## src/rtl/hash_drv_pkg.sv

```systemverilog
// Shared state encoding and PAD sizing for the hash stream driver.
// HASH_DRV_LENGTH_PAD_EN appends the LEN_W-bit message length after the '1' pad marker.
package hash_drv_pkg;

  localparam int STATE_W = 3;

  typedef enum logic [STATE_W-1:0] {
    IDLE,
    CLEAR,
    WARMUP,
    ABSORB,
    PAD,
    FINAL,
    DONE
  } state_t;

  localparam int PAD_MARKER_CYCLES = 1;

  function automatic int pad_cycles(input int len_w);
`ifdef HASH_DRV_LENGTH_PAD_EN
    return PAD_MARKER_CYCLES + len_w;
`else
    return PAD_MARKER_CYCLES + 0 * len_w;
`endif
  endfunction

endpackage

```

## src/rtl/hash_drv_serializer.sv

```systemverilog
// Word-to-bit serializer, MSB first: an empty register passes the MSB straight through on
// the load cycle, and s_ready rises on bit 0 so back-to-back words leave no gap.
module hash_drv_serializer #(
  parameter int DATA_W = 8
) (
  input  logic              clk,
  input  logic              reset,
  input  logic              clear,
  input  logic              en,
  input  logic              s_valid,
  output logic              s_ready,
  input  logic [DATA_W-1:0] s_data,
  input  logic              s_last,
  output logic              bit_dat,
  output logic              bit_vld,
  output logic              last_bit
);

  localparam int CNT_W = $clog2(DATA_W + 1);

  logic [DATA_W-1:0] sr;
  logic [CNT_W-1:0]  cnt;
  logic              last_q;
  logic              empty;
  logic              on_bit0;
  logic              load;
  logic              shift;

  // cnt counts bits still to appear on bit_dat, including the one shown this cycle
  assign empty    = (cnt == '0);
  assign on_bit0  = (cnt == CNT_W'(1));
  // the next message's first word must not be taken while the last word drains
  assign s_ready  = en & (empty | (on_bit0 & ~last_q));
  assign load     = s_valid & s_ready;
  assign shift    = en & ~empty;
  assign bit_dat  = empty ? (s_valid & s_data[DATA_W-1]) : sr[DATA_W-1];
  assign bit_vld  = en & (~empty | s_valid);
  assign last_bit = en & on_bit0 & last_q;

  always_ff @(posedge clk) begin
    if (!reset || clear) begin
      sr     <= '0;
      cnt    <= '0;
      last_q <= 1'b0;
    end else if (load) begin
      last_q <= s_last;
      if (empty) begin
        sr  <= s_data << 1;
        cnt <= CNT_W'(DATA_W - 1);
      end else begin
        sr  <= s_data;
        cnt <= CNT_W'(DATA_W);
      end
    end else if (shift) begin
      sr  <= sr << 1;
      cnt <= cnt - CNT_W'(1);
    end
  end

endmodule

```

## src/rtl/hash_stream_driver.sv

```systemverilog
// Feeds a byte stream MSB-first into the NLFSR hash core, then pads, finalises and captures the digest;
// digest_valid rises N+1+FINAL_CYCLES after the first bit (+LEN_W with HASH_DRV_LENGTH_PAD_EN); digest holds until digest_ready.
module hash_stream_driver
  import hash_drv_pkg::*;
#(
  parameter int DATA_W        = 8,
  parameter int OUT_SIZE      = 64,
  parameter int WARMUP_CYCLES = 128,
  parameter int FINAL_CYCLES  = 256,
  parameter int LEN_W         = 16
) (
  input  logic                clk,
  input  logic                reset,
  input  logic                s_valid,
  output logic                s_ready,
  input  logic [DATA_W-1:0]   s_data,
  input  logic                s_last,
  output logic                hash_reset,
  output logic                hash_inj,
  input  logic [OUT_SIZE-1:0] hash_o,
  output logic [OUT_SIZE-1:0] digest,
  output logic                digest_valid,
  input  logic                digest_ready,
  output logic                busy,
  output logic                len_ovf
);

  localparam int PAD_CYCLES = pad_cycles(LEN_W);
  localparam int CNT_W      = $clog2(WARMUP_CYCLES + FINAL_CYCLES + PAD_CYCLES + 1);
  localparam logic [LEN_W-1:0] LEN_MAX = '1;

  state_t           state;
  logic [CNT_W-1:0] cnt;
  logic [LEN_W-1:0] len;
  logic             inj_q;
  logic             ser_bit;
  logic             ser_vld;
  logic             ser_last;

  hash_drv_serializer #(.DATA_W(DATA_W)) u_ser (
    .clk      (clk),
    .reset    (reset),
    .clear    (state == CLEAR),
    .en       (state == ABSORB),
    .s_valid  (s_valid),
    .s_ready  (s_ready),
    .s_data   (s_data),
    .s_last   (s_last),
    .bit_dat  (ser_bit),
    .bit_vld  (ser_vld),
    .last_bit (ser_last)
  );

  // ABSORB takes the serializer bit directly so a word accepted into an empty register costs no bubble
  assign hash_inj = (state == ABSORB) ? ser_bit : inj_q;

  always_ff @(posedge clk) begin
    if (!reset) begin
      state        <= IDLE;
      hash_reset   <= 1'b1;
      inj_q        <= 1'b0;
      digest       <= '0;
      digest_valid <= 1'b0;
      busy         <= 1'b0;
      len_ovf      <= 1'b0;
      cnt          <= '0;
      len          <= '0;
    end else begin
      unique case (state)
        IDLE: begin
          if (s_valid) begin
            state <= CLEAR;
            busy  <= 1'b1;
          end
        end
        CLEAR: begin
          len_ovf    <= 1'b0;
          len        <= '0;
          cnt        <= '0;
          hash_reset <= 1'b0;
          state      <= WARMUP;
        end
        WARMUP: begin
          if (cnt == CNT_W'(WARMUP_CYCLES - 1)) begin
            cnt   <= '0;
            state <= ABSORB;
          end else begin
            cnt <= cnt + CNT_W'(1);
          end
        end
        ABSORB: begin
          if (ser_vld && len != LEN_MAX) begin
            len <= len + LEN_W'(1);
            if (len == LEN_MAX - LEN_W'(1)) len_ovf <= 1'b1;
          end
          if (ser_last) begin
            inj_q <= 1'b1;
            cnt   <= '0;
            state <= PAD;
          end
        end
        PAD: begin
`ifdef HASH_DRV_LENGTH_PAD_EN
          // len is consumed by shifting; it is rebuilt from zero in CLEAR
          if (cnt == CNT_W'(PAD_CYCLES - 1)) begin
            inj_q <= 1'b0;
            cnt   <= '0;
            state <= FINAL;
          end else begin
            cnt   <= cnt + CNT_W'(1);
            inj_q <= len[LEN_W-1];
            len   <= len << 1;
          end
`else
          inj_q <= 1'b0;
          cnt   <= '0;
          state <= FINAL;
`endif
        end
        FINAL: begin
          if (cnt == CNT_W'(FINAL_CYCLES - 1)) begin
            digest       <= hash_o;
            digest_valid <= 1'b1;
            cnt          <= '0;
            state        <= DONE;
          end else begin
            cnt <= cnt + CNT_W'(1);
          end
        end
        DONE: begin
          if (digest_ready) begin
            digest_valid <= 1'b0;
            hash_reset   <= 1'b1;
            busy         <= 1'b0;
            state        <= IDLE;
          end
        end
        default: state <= IDLE;
      endcase
    end
  end

endmodule

```

## config.mk

```make
export PLATFORM = sky130hd
export DESIGN_NAME = hash_stream_driver
export DESIGN_NICKNAME = d
export VERILOG_FILES = /design/src/rtl/hash_drv_pkg.sv /design/src/rtl/hash_drv_serializer.sv /design/src/rtl/hash_stream_driver.sv
export SDC_FILE = /design/constraint.sdc
export NUM_CORES = 1
export LEC_CHECK = 0
export CORE_UTILIZATION = 40
export CTS_CLUSTER_DIAMETER = 200
export CTS_CLUSTER_SIZE = 40
export DETAILED_ROUTE_END_ITERATION = 7
export GPL_ROUTABILITY_DRIVEN = 0
export GPL_TIMING_DRIVEN = 0
export PLACE_DENSITY = 0.76
export SLEW_MARGIN = 20
export SYNTH_ARGS = -nofsm -noshare
export SYNTH_HDL_FRONTEND = slang
export SYNTH_SLANG_ARGS = --single-unit
```

## constraint.sdc

```tcl
create_clock -name clk -period 3.82 [get_ports clk]
set_clock_uncertainty 0.2 [all_clocks]
set_input_delay 0.382 -clock clk [delete_from_list [all_inputs] [get_ports clk]]
set_output_delay 0.382 -clock clk [all_outputs]
set_load 0.005 [all_outputs]
```

==> results of run 1 <==
## routing by layer
layer	track usage, %	up-vias
met5	0	-
met4	7.54	0
met3	6.00	23
met2	39.3	119
met1	25.9	2399
li1	-	2495
## metrics by stage
step	hold slack [ns]	util [%]	area, um^2	std cells	power, uW
3_5_place_dp	0.249	54.6	6560	908	1430
5_1_grt	0.235	57.3	6880	924	2490
4_1_cts	0.223	57.3	6880	924	2420
6_report	0.234	57.3	6880	924	2410
2_1_floorplan	0.244	-	4930	616	1310
3_3_place_gp	0.241	54.6	6560	908	1430
## kinds of logic (layout without fill, tap and decap cells)
logic type,count (synthesis),count (layout),share of synthesized area (%)
and+or+nand+nor,275,275,26.8
muxes,10,10,2.21
DFF,110,110,44.7
buffers and inverters,54,215,4.59
AOI/OAI and AO/OA,160,160,19.9
adders and majority gates,7,7,1.78
## cells in the final DEF (no fill, tap or decap), types with 10 or more instances in the layout
| master | n |
|---|---|
| dfxtp_1 | 110 |
| nand2_1 | 168 |
| nor2_1 | 16 |
| clkbuf_1 | 29 |
| clkdlybuf4s50_1 | 145 |
| a31oi_1 | 13 |
| o21ai_0 | 17 |
| nand3_1 | 20 |
| buf_2 | 10 |
| a21oi_1 | 82 |
| inv_1 | 12 |
| a211oi_1 | 11 |
| or4_1 | 12 |
## flip-flops by register name, summed over array words and instances (netlist names)
signal / count
digest_valid: 1
u_ser.last_q: 1
state: 3
cnt: 9
u_ser.sr: 8
u_ser.cnt: 4
busy: 1
digest: 64
inj_q: 1
len_ovf: 1
hash_reset: 1
len: 16
## power by group
group / internal, uW / switching, uW
Combinational: 125 / 118
Sequential: 1160 / 12.5
Clock: 538 / 456
## cell type report
type | count | area (um^2) | share of cell area [%]
multi-input cells | 452 | 2500 | 36.3
flip-flops and latches | 110 | 2200 | 32.0
repair buffers | 145 | 1450 | 21.1
clock buffers | 10 | 239 | 3.47
well taps | 147 | 184 | 2.67
plain buffers | 42 | 181 | 2.64
clock inverters | 6 | 75.1 | 1.09
inverters | 12 | 45.0 | 0.655
## worst max-delay path, cell delays in order, from the launching register on
cell             delay (ns)
dfxtp_1                0.35
inv_1                  0.08
ha_1                   0.14
buf_2                  0.18
nor3b_1                0.20
buf_1                  0.43
nand3_1                0.13
a31oi_1                0.17
clkdlybuf4s50_1        0.53
## worst paths after layout
| check | to |
|---|---|
| worst max-delay path | hash_inj |
| worst min-delay path | busy$_SDFFE_PN0P_ |
| worst max register to register | digest[51]$_SDFFE_PN0P_ |
| worst min register to register | digest[32]$_SDFFE_PN0P_ |
==> results.py, run 1 <==
metrics = {
    "sta": {
        "final_max_slew_viol_count": 0,
        "worstMarginPinSlew_ns": 1.11,
        "max-slew-margin-rel_pct": 25.6,
        "number_of_endpoints_with_negative_hold_slack_in_the_final_report": 0,
        "setup-violations-final": 0,
        "fmax_mhz": 318,
        "timing.setup.tns_ns": 0,
        "grt_setup_unrepaired": "no",
        "layout_min_cycle_time_ns": 3.15,
        "finalCritPeriodShare_pct": 82.4,
        "fin_ws_ns": 0.671,
    },
    "global_route": {
        "via_count_of_the_first_global_routing_pass": 4845,
        "grt_antenna_before_repair": 0,
        "groute.usage.overall_pct": 22.2,
        "wire_length_of_the_first_global_routing_pass_um": 22900,
        "grt_start_max_net_pins": 20,
        "grt-ovfl-total": 0,
    },
    "logic_synthesis": {
        "synth_top_cells_by_area": "dfxtp_1 45%, nand2_1 13%, a21oi_1 8.3%, clkbuf_1 2.2%, nand3_1 2.0%",
        "post_synth.cell_area_avg_um2": 8.00,
        "synthCells": 616,
        "yosysWarningCount": 0,
        "synth_cell_types": 61,
        "yosysTopAreaCellShare_pct": 44.7,
        "synth-async-reset-ratio_pct": 0,
        "synth-edff-count": 0,
        "yosys-top-cells-count": "168 x nand2_1, 110 x dfxtp_1, 82 x a21oi_1, 29 x clkbuf_1, 20 x nand3_1",
        "yosys.area.top_type": "dfxtp_1",
        "most_used_dff_post_synth": "dfxtp_1",
        "syn-cell-area_um2": 4930,
        "post_synthesis_net_count": 700,
        "ys_seq_area_share_pct": 44.7,
        "post-synth-top-count-cell": "nand2_1",
        "postSynthRegisterBits": 110,
    },
    "floorplanning": {
        "core-area_um2": 12000,
        "row_count": 40,
        "boundaryPins": 147,
        "floorplan.initialDensity_pct": 41.0,
        "die_area_um2": 12800,
        "floorplan.die.width_um": 113,
        "die_y_um": 113,
    },
    "detailed_routing": {
        "viasPerCell": 5.45,
        "detailroute.wirelength.met2_um": 7210,
        "route.antenna.remaining_nets": 0,
        "route.vias.total": 5036,
        "routed_wire_length_per_instance_um": 15.2,
        "drc_errors": 0,
        "m1WireLength_um": 5930,
        "top_layer_used": "met4",
        "firstDrtPassIters": 4,
        "drt_iter0_drc": 256,
        "wl_um": 14000,
        "detailroute.wirelength.met3_um": 648,
    },
    "clocking": {
        "clock_tree_from_tritoncts": "yes",
        "cts_buffer_depth": 2,
        "cts_setup_buffers": 0,
        "number_of_hold_repair_buffers_added_at_the_cts_stage": 0,
        "htree_levels": 3,
        "worstSkewPairLatency_ns": 0.35,
        "cts.sink_count": 110,
        "clk_root_buffer_cell": "clkbuf_16",
        "cts.clk_slew.worst_paths_ns": 0.08,
        "cts-resized-gates": 0,
        "numCtsBuffers": 9,
    },
    "placement": {
        "portBuffers": 145,
        "place.detailed.hpwl_um": 10300,
        "pre_cts_slack_ns": 0.901,
    },
    "worst_setup_path": {
        "cp-start-kind": "flip-flop",
        "reg2reg_setup_slack_ns": 0.89,
        "crit_type": "reg2out",
        "timing.reg2reg.worst_path_depth": 9,
        "cp_data_required_time_ns": 3.24,
        "rr_startpoint": "cnt[3]$_SDFFE_PN0P_",
        "critical_path.max_fanout": 10,
        "critPathCaptureType": "output pin",
        "cp.arrival_ns": 2.57,
        "critical_path.startpoint": "u_ser.cnt[0]$_SDFFE_PP0P_",
    },
    "power": {
        "leakage_uw": 0.00222,
        "largest_voltage_drop_on_the_vdd_net_mv": 0.246,
        "power_density_nw_per_um2": 350,
    },
    "flow_run": {
        "timing.max_cap.violations": 0,
    },
    "worst_hold_path": {
        "hold_path.startpoint": "s_valid",
        "worst_hold_path.num_cells": 3,
        "timing.hold.worst.class": "in2reg",
    },
    "status": {
        "status": "complete, no violations",
    },
    "layout": {
        "fin_nets": 856,
        "area.growth.synth_to_final_pct": 39.6,
        "post_route_cells_drive_above_1_share_pct": 5.92,
        "antenna_cells": 0,
        "nFillCells": 1066,
    },
}
Note: power is estimated with default switching activity, not from simulation.
==> run 2: changes to the inputs <==
==> constraint.sdc (replaced) <==
create_clock -name clk -period 3.2 [get_ports clk]
set_clock_uncertainty 0.2 [all_clocks]
set_input_delay 0.32 -clock clk [delete_from_list [all_inputs] [get_ports clk]]
set_output_delay 0.32 -clock clk [all_outputs]
set_load 0.005 [all_outputs]
==> results of run 2 <==
The final DEF is identical to that of run 1. Status: complete, no violations.
Among the figures that moved: setup slack after placement 0.901 ns -> 0.281 ns; setup slack after layout 0.671 ns -> 0.113 ns; hold slack 0.234 ns -> 0.172 ns; register-to-register setup slack 0.89 ns -> 0.27 ns; total power 2410 uW -> 2870 uW; worst IR drop on VDD 0.246 mV -> 0.293 mV
